File: config.mk
export PLATFORM = sky130hd
export DESIGN_NAME = pixel_writer
export DESIGN_NICKNAME = d
export VERILOG_FILES = /design/src/rtl/pixel_pkg.sv /design/src/rtl/pixel_fifo.sv /design/src/rtl/pixel_writer.sv
export SDC_FILE = /design/constraint.sdc
export NUM_CORES = 1
export LEC_CHECK = 0
export ABC_CLOCK_PERIOD_IN_PS = 2900
export CAP_MARGIN = 5
export CORE_MARGIN = 8
export CORE_UTILIZATION = 25
export CTS_CLUSTER_DIAMETER = 60
export DETAILED_ROUTE_END_ITERATION = 16
export PLACE_DENSITY = 0.43
export SETUP_SLACK_MARGIN = 0.5
export SLEW_MARGIN = 20
export SYNTH_ARGS = -nofsm -noshare
export SYNTH_HDL_FRONTEND = slang
export SYNTH_HIERARCHICAL = 1
export SYNTH_SLANG_ARGS = --single-unit
File: constraint.sdc
create_clock -name clk -period 2.9 [get_ports clk]
set_clock_uncertainty 0.1 [all_clocks]
set_input_delay 0.87 -clock clk [delete_from_list [all_inputs] [get_ports clk]]
set_output_delay 0.87 -clock clk [all_outputs]
set_load 0.02 [all_outputs]
File: src/rtl/pixel_pkg.sv
// rtl/pixel_pkg.sv - shared geometry, pixel entry type and address helper
package pixel_pkg;

  localparam int H_RES   = 160;
  localparam int V_RES   = 120;
  localparam int COLOR_W = 12;
  localparam int ADDR_W  = 15;
  localparam int X_MAX   = H_RES - 1;
  localparam int Y_MAX   = V_RES - 1;

  typedef struct packed {
    logic [7:0]         x;
    logic [7:0]         y;
    logic [COLOR_W-1:0] color;
  } pixel_t;

  // y*160 + x built from shifts so no multiplier is inferred
  function automatic logic [ADDR_W-1:0] coord_to_addr(input logic [7:0] x, input logic [7:0] y);
    logic [ADDR_W-1:0] y_ext;
    y_ext = ADDR_W'(y);
    return (y_ext << 7) + (y_ext << 5) + ADDR_W'(x);
  endfunction

endpackage

File: src/rtl/pixel_fifo.sv
// rtl/pixel_fifo.sv - synchronous FIFO of pixel entries with count
module pixel_fifo
  import pixel_pkg::*;
#(
  parameter int DEPTH = 4
) (
  input  logic                     clk,
  input  logic                     resetn,
  input  logic                     push_i,
  input  pixel_t                   wdata_i,
  input  logic                     pop_i,
  output pixel_t                   rdata_o,
  output logic                     full_o,
  output logic                     empty_o,
  output logic [$clog2(DEPTH):0]   count_o
);

  localparam int PTR_W = $clog2(DEPTH);
  localparam int CNT_W = PTR_W + 1;

  pixel_t             mem_q [DEPTH];
  logic [PTR_W-1:0]   wr_ptr_q, wr_ptr_d;
  logic [PTR_W-1:0]   rd_ptr_q, rd_ptr_d;
  logic [CNT_W-1:0]   count_q, count_d;
  logic               do_push, do_pop;

  assign full_o  = (count_q == CNT_W'(DEPTH));
  assign empty_o = (count_q == '0);
  assign count_o = count_q;
  assign rdata_o = mem_q[rd_ptr_q];

  assign do_push = push_i & ~full_o;
  assign do_pop  = pop_i & ~empty_o;

  // Power-of-two depth lets the pointers wrap naturally
  always_comb begin
    wr_ptr_d = wr_ptr_q;
    rd_ptr_d = rd_ptr_q;
    count_d  = count_q;
    if (do_push) wr_ptr_d = wr_ptr_q + PTR_W'(1);
    if (do_pop)  rd_ptr_d = rd_ptr_q + PTR_W'(1);
    unique case ({do_push, do_pop})
      2'b10:   count_d = count_q + CNT_W'(1);
      2'b01:   count_d = count_q - CNT_W'(1);
      default: count_d = count_q;
    endcase
  end

  always_ff @(posedge clk) begin
    if (!resetn) begin
      wr_ptr_q <= '0;
      rd_ptr_q <= '0;
      count_q  <= '0;
    end else begin
      wr_ptr_q <= wr_ptr_d;
      rd_ptr_q <= rd_ptr_d;
      count_q  <= count_d;
    end
  end

  always_ff @(posedge clk) begin
    if (do_push) mem_q[wr_ptr_q] <= wdata_i;
  end

endmodule

File: src/rtl/pixel_writer.sv
// rtl/pixel_writer.sv - range filter, pixel FIFO and 2-stage address pipeline to framebuffer
module pixel_writer
  import pixel_pkg::*;
#(
  parameter int DEPTH = 4
) (
  input  logic               clk,
  input  logic               resetn,
  input  logic [7:0]         in_x,
  input  logic [7:0]         in_y,
  input  logic [COLOR_W-1:0] in_color,
  input  logic               in_valid,
  output logic               in_ready,
  input  logic               fb_stall,
  output logic               wr_en,
  output logic [ADDR_W-1:0]  wr_addr,
  output logic [COLOR_W-1:0] wr_data,
  output logic               busy,
  output logic [7:0]         drop_count
);

  logic                   fifo_full, fifo_empty;
  logic [$clog2(DEPTH):0] fifo_count;
  pixel_t                 fifo_head, fifo_wdata;
  logic                   accept, in_range, push, pop;

  logic                   s1_valid_q, s1_valid_d;
  logic [ADDR_W-1:0]      s1_base_q, s1_base_d;
  logic [7:0]             s1_x_q, s1_x_d;
  logic [COLOR_W-1:0]     s1_color_q, s1_color_d;
  logic                   wr_en_q, wr_en_d;
  logic [ADDR_W-1:0]      wr_addr_q, wr_addr_d;
  logic [COLOR_W-1:0]     wr_data_q, wr_data_d;
  logic [7:0]             drop_q, drop_d;
  logic [ADDR_W-1:0]      head_y_ext;

  assign in_ready = ~fifo_full;
  assign accept   = in_valid & in_ready;
  assign in_range = (in_x <= 8'(X_MAX)) & (in_y <= 8'(Y_MAX));
  assign push     = accept & in_range;
  // Stage 1 always drains into stage 2 when not stalled, so only the stall gates the pop
  assign pop      = ~fifo_empty & ~fb_stall;

  assign fifo_wdata = '{x: in_x, y: in_y, color: in_color};

  pixel_fifo #(.DEPTH(DEPTH)) u_fifo (
    .clk     (clk),
    .resetn  (resetn),
    .push_i  (push),
    .wdata_i (fifo_wdata),
    .pop_i   (pop),
    .rdata_o (fifo_head),
    .full_o  (fifo_full),
    .empty_o (fifo_empty),
    .count_o (fifo_count)
  );

  assign head_y_ext = ADDR_W'(fifo_head.y);

  always_comb begin
    s1_valid_d = s1_valid_q;
    s1_base_d  = s1_base_q;
    s1_x_d     = s1_x_q;
    s1_color_d = s1_color_q;
    wr_en_d    = 1'b0;
    wr_addr_d  = wr_addr_q;
    wr_data_d  = wr_data_q;
    drop_d     = drop_q;

    if (!fb_stall) begin
      s1_valid_d = pop;
      if (pop) begin
        s1_base_d  = (head_y_ext << 7) + (head_y_ext << 5);
        s1_x_d     = fifo_head.x;
        s1_color_d = fifo_head.color;
      end
      wr_en_d   = s1_valid_q;
      wr_addr_d = s1_base_q + ADDR_W'(s1_x_q);
      wr_data_d = s1_color_q;
    end

    if (accept && !in_range && drop_q != 8'hFF) drop_d = drop_q + 8'd1;
  end

  always_ff @(posedge clk) begin
    if (!resetn) begin
      s1_valid_q <= 1'b0;
      s1_base_q  <= '0;
      s1_x_q     <= '0;
      s1_color_q <= '0;
      wr_en_q    <= 1'b0;
      wr_addr_q  <= '0;
      wr_data_q  <= '0;
      drop_q     <= '0;
    end else begin
      s1_valid_q <= s1_valid_d;
      s1_base_q  <= s1_base_d;
      s1_x_q     <= s1_x_d;
      s1_color_q <= s1_color_d;
      wr_en_q    <= wr_en_d;
      wr_addr_q  <= wr_addr_d;
      wr_data_q  <= wr_data_d;
      drop_q     <= drop_d;
    end
  end

  assign wr_en      = wr_en_q;
  assign wr_addr    = wr_addr_q;
  assign wr_data    = wr_data_q;
  assign drop_count = drop_q;
  assign busy       = (fifo_count != '0) | s1_valid_q | wr_en_q;

endmodule

# [Yosys cells after proc, flatten, opt, wreduce, memory -nomap -nowiden]
# Memories as Yosys holds them, arrays and structs flattened. A register that Yosys moved wholly into a read port is not among the register bits.
# Cells that the tools add are included.
[totals] memories=1 inputBits=32 reg_bits=79 mem_bits_rw=112 word_cells=50 out_inout_bits=38
[mem_list] memory="u_fifo.mem_q" words=4 width=28 rd=1 rd_clocked_by_memory_dff=1 write_ports=1 line_no="pixel_fifo.sv:21" text="pixel_t mem_q [DEPTH];"
[classes] n_mux=5 n_eq_ne=4 n_bitwise=12 magnitude_cmp=2 addsub=7 n_reduce_logical=8
[ops] operator="adder 15 x 13 -> 15 bit" count=1
[ops] operator="adder 15 x 8 -> 15 bit" count=1
[ops] operator="adder 8 x 1 -> 8 bit (second input constant)" count=1
[ops] operator="less-or-equal comparator 8 x 7 -> 1 bit (second input constant)" count=1
[ops] operator="less-or-equal comparator 8 bit (second input constant)" count=1
[ops] operator="!= test 8 bit (second input constant)" count=1
[ops] operator="bitwise AND 1 bit" count=6
[ops] operator="one-hot mux 3 bit (2 select lines)" count=1
[ops] operator="adder 2 x 1 -> 2 bit (second input constant)" count=2
[ops] operator="2-to-1 mux 2 bit" count=2
[ops] operator="inverter 1 bit" count=4
[ops] operator="adder 3 x 1 -> 3 bit (second input constant)" count=1
[ops] operator="equality test 3 bit (second input constant)" count=1
[ops] operator="logical NOT 3 bit" count=1
[ops] operator="nonzero test 3 bit" count=1
[ops] operator="subtractor 3 x 1 -> 3 bit (second input constant)" count=1
[ops] operator="equality test 2 x 1 -> 1 bit (second input constant)" count=1
[ops] operator="equality test 2 bit (second input constant)" count=1
[ops] operator="logical AND 1 bit" count=2
[ops] operator="2-to-1 mux 1 bit" count=2
[ops] operator="OR 1 bit" count=2
[ops] operator="AND reduction 2 bit" count=1
[ops] operator="nonzero test 2 bit" count=1
[ops] operator="OR reduction 2 bit" count=1
[ops] operator="logical NOT 1 bit" count=1

# [Longest topological paths before layout]
# Gate-level depths: netlist of run 1.
[depth] ltp_word=7 depth_mapped=13

# [Modules after synthesis]
# Netlist of run 1, hierarchy kept.
[modules_own_cells] module="pixel_fifo" seq_area_each_um2=3543.4 instances=1 cells_per_inst=200 area_each_um2=4554.4
[modules_own_cells] module="pixel_writer" seq_area_each_um2=1341.3 instances=1 cells_per_inst=343 area_each_um2=2967.8

# [Worst setup path after synthesis of run 1]
# Ideal clock, no wire load.
[synth_timing] path_type="input to register" startpoint="in in_y[6]" endpoint="mem u_fifo/mem_q[0][0] (netlist bit) (enable)" setup_ns=0.387 t_required_ns=2.413 arrival_ns=2.647 slack_ns=-0.235 stages=7 path_cell_list="a41oi_1 and2_1 clkbuf_1 and3_1 nor2b_1 buf_2 and2_1"
[synth_via] elab_chain_cells=6
[synth_rtl] element="start: declaration" line_no="pixel_writer.sv:10" text="input logic [7:0] in_y,"
[synth_rtl] element="less-or-equal comparator 8 x 7 -> 1 bit" line_no="pixel_writer.sv:39" text="assign in_range = (in_x <= 8'(X_MAX)) & (in_y <= 8'(Y_MAX));"
[synth_rtl] element="bitwise AND 1 bit" line_no="pixel_writer.sv:39"
[synth_rtl] element="bitwise AND 1 bit" line_no="pixel_writer.sv:40" text="assign push = accept & in_range;"
[synth_rtl] element="named net push" line_no="pixel_writer.sv:25" text="logic accept, in_range, push, pop;"
[synth_rtl] element="bitwise AND 1 bit" line_no="pixel_fifo.sv:32" text="assign do_push = push_i & ~full_o;"
[synth_rtl] element="2-to-1 mux 1 bit" line_no="pixel_fifo.sv:62" text="if (do_push) mem_q[wr_ptr_q] <= wdata_i;"
[synth_rtl] element="2-to-1 mux 1 bit (implied by the code)" line_no="pixel_fifo.sv:62"
[synth_rtl] element="end: declaration" line_no="pixel_fifo.sv:21"
# The timed path passes the listed nets, and every way through them passes these cells.

==> summary.txt, run 1 <==
vias per cell = 4.39
FP Rows = 63
GP Congestion = 0.714
leading cell type in the layout, fill and taps excluded = edfxtp_1
Hold/Removal Path Class = flop to flop
global-route usage over all layers = 9.98%
max-capacitance violation count = 0
Pre-antenna DRT Iters = 7
die area = 0.0359 mm2
io pins = 70
Die Wd = 189 um
R2R Setup Slk = 0.38 ns
Post-Synth Adder-Cell Area = 3.29%
unrepaired setup endpoints after global routing = yes
pre-CTS WS = -0.586 ns
P_leak = 0.00355 uW
antenna violations before repair = 0
Starting Density = 25.4%
synth warn = 6
DP Cell Count = 1003
CTS tree = yes
Max Slew Vio Count = 0
via count = 4627
peak supply drop = 0.000341 V
Area Overhead vs Synth = 30.4%
post-route setup slack = 0.380 ns
CP max stage cell = mux4_2
Gate Count Post-Synth = 543
Final Hold Violating Endpoints = 0
cts bufs inserted = 17
Reg clk slew, reported paths = 0.07 ns
compound-cell area share of the yosys netlist = 6.77%
commonest non-fill, non-tap cells in the layout = edfxtp_1, dfxtp_1, nand2_1, a21oi_1, buf_4
Syn Area/Cell = 13.9 um2
CP endpoint kind = flop
Post-Synth XOR/XNOR Area = 1.28%
simple-gate area share of the yosys netlist = 9.23%
DP Wirelength = 11900 um
Cell Pwr Density = 580 mW/mm2
CTS Buffer Depth = 2
Skew-Pair Late Insertion Delay = 0.43 ns
met3 WL = 792 um
worst setup path class = flop to flop
Max-slew headroom = 48.4%
Final TNS setup = 0 ns
Wirelength per Cell = 16.7 um
Worst EP required = 3.10 ns
max layer used = met4
Layout Utilization = 33.1%
largest net degree at the start of global routing = 40
Root Driver = clkbuf_16
mux share of post-synthesis cell area = 11.4%
CP Cell Sequence = buf_12 > mux4_2 > ha_4 > fa_2 > a21o_1 > a21oi_2 > xor2_1 > o31ai_1
CP Launch Type = flop
syn nets = 593
fin crit share = 86.9%
DR WL met2 = 8570 um
first-pass GRT wire length = 27500 um
status = completed
diode count = 0
crit path max fanout = 5
htree depth = 4
largest family of logic cells by synthesized area = multiplexers
min cycle time layout = 2.52 ns
PortBufs = 69
Routed Antenna Nets = 0
gr ovfl total = 0
die height = 189 um
Post-Route M1 WL = 8040 um
layout cells sized above 1 = 23.5%
final setup violation count = 0
Async S/R FF share, synth = 0%
Post-Route WL = 17600 um
Yosys reg bits = 188
worst-margin pin slew = 0.770 ns
vias in the first global route = 4847
Core ar. = 0.0296 mm2
Cell Count, Final, Fillers Out = 1054
EDFF count, synth = 112
Clock Sink Count = 188
crit path DAT = 2.72 ns
fin nets = 701
Mapped Area = 0.00752 mm2
ys flop type = edfxtp_1
initial drt markers = 235
Post-route DRC = 0
FMAX = 0.397 GHz
Distinct cells, synth = 50
Seq/Total Area, Yosys = 64.9%
CP max stage delay = 0.57 ns
-- cell type report --
cell class,count,area (um2)
clock buffers,21,472
clock inverters,11,118
fillers,2945,19800
inverters,16,62.6
multi-input cells,310,2590
flip-flops and latches,188,4890
well taps,390,488
repair buffers,118,1180
-- stage by stage --
stage               power [uW]  cell area (um2)  hold WS (ns)
global route              5920             9810         0.391
CTS                       5770             9690         0.357
finish                    5690             9810         0.356
detailed placement        3400             8940         0.347
floorplan                 3210             7620         0.336
global placement          3390             8940         0.347
-- synthesized netlist by cell type, types with 6 or more instances --
master	number	area share (%)
nor2_1	25	1.2
and2_1	7	0.58
edfxtp_1	112	45
clkbuf_1	13	0.65
mux4_2	28	8.4
ha_1	15	2.5
nand2_1	66	3.3
a211oi_1	7	0.70
a21oi_1	39	2.6
xnor2_1	6	0.70
mux2i_1	23	3.1
o21ai_0	18	1.2
dfxtp_1	76	20
buf_2	9	0.60
nand3_1	7	0.47
inv_1	15	0.75
or3_1	6	0.50
-- critical path: cells and delay by family (launching register included) --
kind	cells	cell delay [ns]
mux	1	0.57
xor+xnor	1	0.20
compound gates	3	0.42
buf+inv	1	0.12
fa+ha+maj	2	0.56
flops	1	0.41
-- worst paths after layout --
path | startpoint | end | cells after the start
setup / recovery | flop | s1_base_q[11]$_SDFFE_PN0P_ | 8
hold / removal | s1_color_q[3]$_SDFFE_PN0P_ | s1_color_q[3]$_SDFFE_PN0P_ | 2
setup reg to reg | flop | s1_base_q[11]$_SDFFE_PN0P_ | 8
hold reg to reg | s1_color_q[3]$_SDFFE_PN0P_ | s1_color_q[3]$_SDFFE_PN0P_ | 2
-- kinds of logic after synthesis --
logic type	Yosys count
AO/OA/AOI/OAI	86
flip-flops	188
buffers and inverters	45
multiplexers	51
XOR/XNOR	11
adder cells (fa/ha/maj)	18
AND/OR/NAND/NOR	144
-- power by group --
part | leakage, uW | switching [uW] | internal (uW) | total, uW
registers | 0.00163 | 34.4 | 2890 | 2920
logic | 0.00163 | 235 | 205 | 441
clock network | 0.000289 | 1040 | 1290 | 2330
total | 0.00355 | 1310 | 4380 | 5690
-- sequential cells by signal (all words and copies together) (netlist names), named ones only --
name,count
s1_valid_q,1
wr_addr,15
drop_count,8
wr_en,1
s1_x_q,8
s1_color_q,12
u_fifo/rd_ptr_q,2
s1_base_q,10
u_fifo/count_o,3
u_fifo/mem_q,112
u_fifo/wr_ptr_q,2
wr_data,12
-- metal layers --
layer	global-route usage, %	vias up
met4	3.28	0
met5	0	-
met2	16.4	92
li1	-	2238
met3	2.72	15
met1	12.5	2282
-- timing repair --
action	4_1_cts	5_1_grt
gates resized for setup	52	45
hold endpoints to repair	0	0
setup buffers	14	5
endpoints found under the setup margin	136	22
hold buffers	0	0
pin swaps	14	18
Note: power is estimated with default switching activity, not from simulation.
==> run 2: changes to the inputs <==
--- a/config.mk
+++ b/config.mk
@@ -6,7 +6,6 @@
 export NUM_CORES = 1
 export LEC_CHECK = 0
 export ABC_CLOCK_PERIOD_IN_PS = 2900
-export CAP_MARGIN = 5
 export CORE_MARGIN = 8
 export CORE_UTILIZATION = 25
 export CTS_CLUSTER_DIAMETER = 60
==> results of run 2 <==
Final layout, timing and power as in run 1 (identical DEF).
